--- src/rtl/game_screen_ctrl.sv ---
// Game screen sequencer: idle / play / game-over / victory / restart, with frame-aligned overlays.
// Optional overlay blinking is enabled by defining GAME_SCREEN_BLINK_EN.
module game_screen_ctrl #(
    parameter int HOLD_FRAMES  = 120,
    parameter int BLINK_FRAMES = 30
) (
    input  logic pclk,
    input  logic rst,
    input  logic vsync_in,
    input  logic start_btn,
    input  logic collision,
    input  logic win,
    output logic game_run,
    output logic game_over,
    output logic victory,
    output logic snake_rst,
    output logic hold_done
);

    typedef enum logic [2:0] {
        IDLE    = 3'd0,
        PLAY    = 3'd1,
        OVER    = 3'd2,
        WIN     = 3'd3,
        RESTART = 3'd4
    } state_t;

    localparam logic [7:0] HOLD_MAX = 8'(HOLD_FRAMES);

    if (HOLD_FRAMES < 1 || HOLD_FRAMES > 255) begin : g_bad_hold
        $error("HOLD_FRAMES out of range 1..255");
    end
    if (BLINK_FRAMES < 1 || BLINK_FRAMES > 255) begin : g_bad_blink
        $error("BLINK_FRAMES out of range 1..255");
    end

    state_t     state_reg;
    logic [7:0] frame_cnt_reg;
    logic       vsync_reg;
    logic       frame_tick;
    logic       in_end;
    logic       blink_phase;

    always_ff @(posedge pclk or posedge rst) begin
        if (rst) begin
            vsync_reg <= 1'b0;
        end else begin
            vsync_reg <= vsync_in;
        end
    end

    assign frame_tick = vsync_in & ~vsync_reg;
    assign in_end     = (state_reg == OVER) || (state_reg == WIN);

    // Restart out of an end screen takes priority over counting a coincident frame tick.
    always_ff @(posedge pclk or posedge rst) begin
        if (rst) begin
            state_reg     <= IDLE;
            frame_cnt_reg <= 8'd0;
            game_run      <= 1'b0;
            snake_rst     <= 1'b0;
            hold_done     <= 1'b0;
        end else begin
            snake_rst <= 1'b0;
            case (state_reg)
                IDLE: begin
                    if (start_btn) begin
                        state_reg <= RESTART;
                        snake_rst <= 1'b1;
                    end
                end
                PLAY: begin
                    if (collision || win) begin
                        state_reg     <= collision ? OVER : WIN;
                        game_run      <= 1'b0;
                        frame_cnt_reg <= 8'd0;
                        hold_done     <= 1'b0;
                    end
                end
                OVER, WIN: begin
                    if (hold_done && start_btn) begin
                        state_reg <= RESTART;
                        snake_rst <= 1'b1;
                        hold_done <= 1'b0;
                    end else if (frame_tick && frame_cnt_reg != HOLD_MAX) begin
                        frame_cnt_reg <= frame_cnt_reg + 8'd1;
                        hold_done     <= (frame_cnt_reg + 8'd1 == HOLD_MAX);
                    end
                end
                RESTART: begin
                    state_reg <= PLAY;
                    game_run  <= 1'b1;
                end
                default: begin
                    state_reg <= IDLE;
                    game_run  <= 1'b0;
                end
            endcase
        end
    end

`ifdef GAME_SCREEN_BLINK_EN
    localparam logic [7:0] BLINK_LAST = 8'(BLINK_FRAMES - 1);

    logic [7:0] blink_cnt_reg;
    logic       blink_phase_reg;

    // Phase restarts high on every entry into an end screen.
    always_ff @(posedge pclk or posedge rst) begin
        if (rst) begin
            blink_cnt_reg   <= 8'd0;
            blink_phase_reg <= 1'b0;
        end else if (state_reg == PLAY && (collision || win)) begin
            blink_cnt_reg   <= 8'd0;
            blink_phase_reg <= 1'b1;
        end else if (in_end && frame_tick) begin
            if (blink_cnt_reg == BLINK_LAST) begin
                blink_cnt_reg   <= 8'd0;
                blink_phase_reg <= ~blink_phase_reg;
            end else begin
                blink_cnt_reg <= blink_cnt_reg + 8'd1;
            end
        end
    end

    assign blink_phase = blink_phase_reg;
`else
    assign blink_phase = 1'b1;
`endif

    // Overlays only move on frame boundaries; the two states are exclusive so the outputs are too.
    always_ff @(posedge pclk or posedge rst) begin
        if (rst) begin
            game_over <= 1'b0;
            victory   <= 1'b0;
        end else if (frame_tick) begin
            game_over <= (state_reg == OVER) && blink_phase && in_end;
            victory   <= (state_reg == WIN) && blink_phase && in_end;
        end
    end

endmodule

--- config.mk ---
export PLATFORM = sky130hd
export DESIGN_NAME = game_screen_ctrl
export DESIGN_NICKNAME = d
export VERILOG_FILES = /design/src/rtl/game_screen_ctrl.sv
export SDC_FILE = /design/constraint.sdc
export NUM_CORES = 1
export LEC_CHECK = 0
export CORE_MARGIN = 1
export CORE_UTILIZATION = 54
export CTS_CLUSTER_DIAMETER = 80
export DETAILED_ROUTE_END_ITERATION = 8
export PLACE_DENSITY = 0.8
export REMOVE_ABC_BUFFERS = 1
export SETUP_SLACK_MARGIN = 0.02
export SYNTH_ARGS = -nofsm -noshare
export SYNTH_HDL_FRONTEND = slang
export SYNTH_SLANG_ARGS = --single-unit
--- constraint.sdc ---
create_clock -name pclk -period 2.27 [get_ports pclk]
set_clock_uncertainty 0.05 [all_clocks]
set_input_delay 0.5675 -clock pclk [delete_from_list [all_inputs] [get_ports pclk]]
set_output_delay 0.5675 -clock pclk [all_outputs]
set_load 0.05 [all_outputs]
# [After elaboration in Yosys (flattened, before gate mapping)]
# Index checks and enable logic that the tools add are counted.
[op_classes] addsub=1 eq_ne=12 n_mux=17 bitwise_logic=3 reduce_logical=14
[op_table] op="$mux 8" n=3
[op_table] op="$pmux 8 s2" n=1
[op_table] op="$pmux 3 s4" n=1
[op_table] op="$ne 2x2->1 const B" n=5
[op_table] op="$mux 3" n=3
[op_table] op="$add 8x1->8 const B" n=1
[op_table] op="$eq 8x7->1 const B" n=1
[op_table] op="$ne 8x7->1 const B" n=1
[op_table] op="$eq 3x2->1 const B" n=2
[op_table] op="$mux 1" n=6
[op_table] op="$reduce_and 3->1" n=2
[op_table] op="$logic_and 1x1->1" n=4
[op_table] op="$pmux 1 s2" n=2
[op_table] op="$reduce_and 4->1" n=1
[op_table] op="$eq 3x1->1 const B" n=1
[op_table] op="$eq 3x3->1 const B" n=1
[op_table] op="$logic_not 3->1" n=1
[op_table] op="$ne 3x3->1 const B" n=1
[op_table] op="$pmux 1 s3" n=1
[op_table] op="$reduce_or 3->1" n=1
[op_table] op="$logic_or 1x1->1" n=2
[op_table] op="$not 1->1" n=2
[op_table] op="$reduce_and 2->1" n=1
[op_table] op="$reduce_bool 2->1" n=1
[op_table] op="other kinds (2)" n=2
[totals] register_bits=17 out_inout_bits=5 wordCells=55

# [Depth between registers and ports, before layout]
[depth] word_depth=6 ltp_mapped=7 ltp_nobuf=7

# [Least setup slack after synthesis]
# Ideal clock, no wire load.
[synth_timing] path_kind="register to register" from="register frame_cnt_reg[0]" to="register frame_cnt_reg[7]" arrival_ns=1.622 setup_slack_ns=0.472 stages_incl_launch_ff=8 period_less_slack_ns=1.798 cell_sequence="dfrtp_1 -> inv_1 -> ha_1 -> and4b_4 -> a211oi_4 -> o21a_4 -> o21ai_2 -> a221o_1"
[synth_between] elab_chain_cells=4 elab_cells_between_ends=8 classes_between="1 x add/sub; 2 x eq/ne; 3 x mux; 2 x reduce/logical"
[synth_lines] item="from (decl)" line="38" text="logic [7:0] frame_cnt_reg;"
[synth_lines] item="from (signal assigned)" line="86" text="frame_cnt_reg <= frame_cnt_reg + 8'd1;"
[synth_lines] item="$add 8x1->8 or $ne 8x7->1 (tied branches)" line="86, 85"
[synth_lines] item="$mux 8 or $logic_and 1x1->1 (tied branches)" line="85" text="end else if (frame_tick && frame_cnt_reg != HOLD_MAX) begin"
[synth_lines] item="$mux 8 or $ne 2x2->1 (tied branches)"
[synth_lines] item="$pmux 8 s2 or $reduce_and 4->1 (tied branches)"
# Several ways; a longest one is shown, not always the timed one. The select of a mux whose other input is x is not followed.
# A chain may end at the register's enable or synchronous reset.

# [Final worst setup path]
[layout_timing] from="register game_run" to="output port game_run"
[layout_lines] item="from (decl)" line="13" text="output logic game_run,"
[layout_lines] item="from (signal assigned)" line="60" text="game_run <= 1'b0;"
[layout_lines] item="from (signal assigned)" line="75" text="game_run <= 1'b0;"
[layout_lines] item="from (signal assigned)" line="92" text="game_run <= 1'b1;"
# No word-level cell between the ends.

==> key figures <==
Status
  • Outcome: complete, no violations

Clock tree
  • Post-CTS Setup Inserts: 0
  • Clk buf depth: 2
  • Clk root buf: clkbuf_4
  • Clock tree sinks: 17
  • CTS tree: yes
  • Clk_lat worst skew: 0.30 ns
  • Inserted Clock Buffers: 3
  • Reg clk slew, reported paths: 0.10 ns
  • # hold bufs at CTS: 0
  • H-tree lvl count: 1
  • Number of gates resized after cts: 0

Floorplanning
  • Rows: 15
  • Core Footprint: 1730 sq um
  • Die height: 45.1 microns
  • I/O pin total: 11
  • Die W: 45.1 microns
  • Full die area: 2030 sq um
  • Initial core utilization: 0.581

GRT
  • GRT overflow: 0
  • Total track usage: 0.256
  • First-pass GRT wire length: 3600 microns
  • Antenna violations before repair: 0
  • Vias in the first global route: 809
  • Largest net degree at the start of global routing: 18

Power and ir drop
  • Leak: 0.000508 uW
  • VDD IR max: 0.000864 V
  • PwrDens: 959 nW/um^2

Timing
  • Slew @ Worst Pin: 0.642 ns
  • Max Slew Vio Count: 0
  • Setup Viol. Count Final: 0
  • Final min period: 2.10 ns
  • Final setup TNS: 0 ns
  • Slew margin rel.: 0.571
  • Unrepaired setup endpoints after global routing: no
  • Crit share post-route: 0.925
  • Final Hold Fails: 0
  • Maximum clock frequency: 0.476 GHz

Synth
  • Yosys warns: 0
  • Cells after synthesis: 105
  • Post-synth EDFFs: 0
  • Yosys top cell area share: 0.424
  • Synth area leader: dfrtp_1
  • Synth Flop Type: dfrtp_1
  • Synth Area per Inst: 9.56 sq um
  • Seq/Total Area, Yosys: 0.424
  • Synth cell types: 38
  • #FFs+latches synth: 17
  • Area contributors post-synth: dfrtp_1 (42%), nand2_1 (7.5%), a31oi_1 (3.7%)
  • FFs w/ async S/R, synth: 1.00
  • Mapped Area: 1000 sq um

Final layout
  • Commonest non-fill, non-tap cell in the layout: nand2_1
  • P&R area growth vs syn: 14.8%
  • Final Non-Filler Cells: 143
  • Share of layout cells above drive strength 1: 0.144
  • Max reg flops: 8
  • N_diodes: 0
  • # fillers: 145
  • Most frequent cells in the layout: nand2_1 (20), dfrtp_1 (17), clkdlybuf4s50_1 (9)
  • Nets: 128

Worst setup path
  • Worst-path fanout max: 3
  • CP peak stage delay: 0.81 ns
  • CP Buf/Inv Count: 1
  • Crit path DAT: 1.48 ns
  • Req. time, crit path: 1.65 ns
  • CP delay by family, top: buffers and inverters
  • Crit end category: primary output
  • Cell depth of the worst flop-to-flop path: 7
  • Worst path depth: 1
  • Crit path cell chain: clkdlybuf4s50_1
  • CP max stage cell: clkdlybuf4s50_1
  • Startpoint types: register
  • CP Class: register to primary output

Drt
  • Residual DRC: 0
  • Wire length per cell: 14.9 microns
  • DRT Pass-1 Iters: 4
  • Final WL: 2130 microns
  • Final ANT Viol Nets: 0
  • Via/cell ratio: 5.93
  • Vias after detailed routing: 848
  • Initial DRC Count: 24

Min path
  • Worst hold path class: register to register
  • Hold depth: 2

Run
  • Maxcap violations: 0

Placement
  • HPWL Detailed: 1550 microns
  • Placed Instances: 139
  • Gpl congestion: 0.820
  • I/O Buffers: 10
worst register-to-register path, cell delays in order, from the launching register on:
cell and delay, ns:
dfrtp_1 0.40, inv_1 0.08, ha_1 0.21, and4b_4 0.22, a211oi_4 0.24, o21a_4 0.18
o21ai_2 0.07, a221o_1 0.35
per-layer routing:
| metal | track usage | part of all wire | up-vias |
|---|---|---|---|
| li1 | - | - | 408 |
| met1 | 0.322 | 0.45 | 394 |
| met2 | 0.388 | 0.46 | 37 |
| met3 | 0.0920 | 0.057 | 9 |
| met4 | 0.121 | 0.030 | 0 |
| met5 | 0 | 0 | - |
where the power goes:
group          leakage [uW]  internal [uW]  switching [uW]
clock network     0.0000150           68.6             101
logic              0.000266            184             288
registers          0.000227            371            93.4
synth_stat cells (2+ instances only):
master / n
o21ai_0: 6
nor2_1: 3
nand2_1: 20
buf_4: 2
ha_1: 3
and3b_2: 2
dfrtp_1: 17
nand3_1: 4
nor3b_1: 3
a31oi_1: 6
inv_1: 3
a21oi_1: 6
xnor2_1: 2
nand2b_1: 3
o31ai_1: 2
logic make-up after synthesis:
| group | after synthesis | synth area share |
|---|---|---|
| AOI/OAI and AO/OA | 30 | 0.214 |
| xor gates and xnor gates | 2 | 0.0175 |
| adders and majority gates | 3 | 0.0374 |
| buffers and inverters | 6 | 0.0374 |
| DFF | 17 | 0.424 |
| muxes | 1 | 0.0112 |
| and+or+nand+nor | 46 | 0.258 |
metrics by stage:
step	utilization	power [uW]	setup WS [ns]	hold slack (ns)	cell area (sq um)
global route	0.667	1180	0.133	0.497	1150
detailed placement	0.651	936	0.106	0.419	1120
floorplan	-	790	0.472	0.444	977
CTS	0.666	1110	0.0804	0.450	1150
finish	0.667	1110	0.170	0.440	1150
global placement	0.651	918	0.107	0.414	1120
path summary, 6_finish.rpt:
path | endpoint | slack [ns] | from
max in group asynchronous | state_reg[2]$_DFFE_PP0P_ | 1.17 | rst
worst max register to register | frame_cnt_reg[7]$_DFFE_PP0P_ | 0.35 | frame_cnt_reg[0]$_DFFE_PP0P_
worst min-delay path | game_over$_DFFE_PP0P_ | 0.44 | game_over$_DFFE_PP0P_
worst max-delay path | game_run | 0.17 | game_run$_DFFE_PP0P_
min in group asynchronous | frame_cnt_reg[3]$_DFFE_PP0P_ | 0.59 | rst
worst min register to register | game_over$_DFFE_PP0P_ | 0.44 | game_over$_DFFE_PP0P_
layout make-up:
cell class,instances,area (sq um),share of cell area
tap,25,31.3,0.0271
sequential,17,425,0.369
multi-input combinational,82,541,0.469
clock buffer,4,26.3,0.0228
inverter,3,11.3,0.00977
timing repair buffer,12,118,0.102
(Power assumes the default switching activity.)
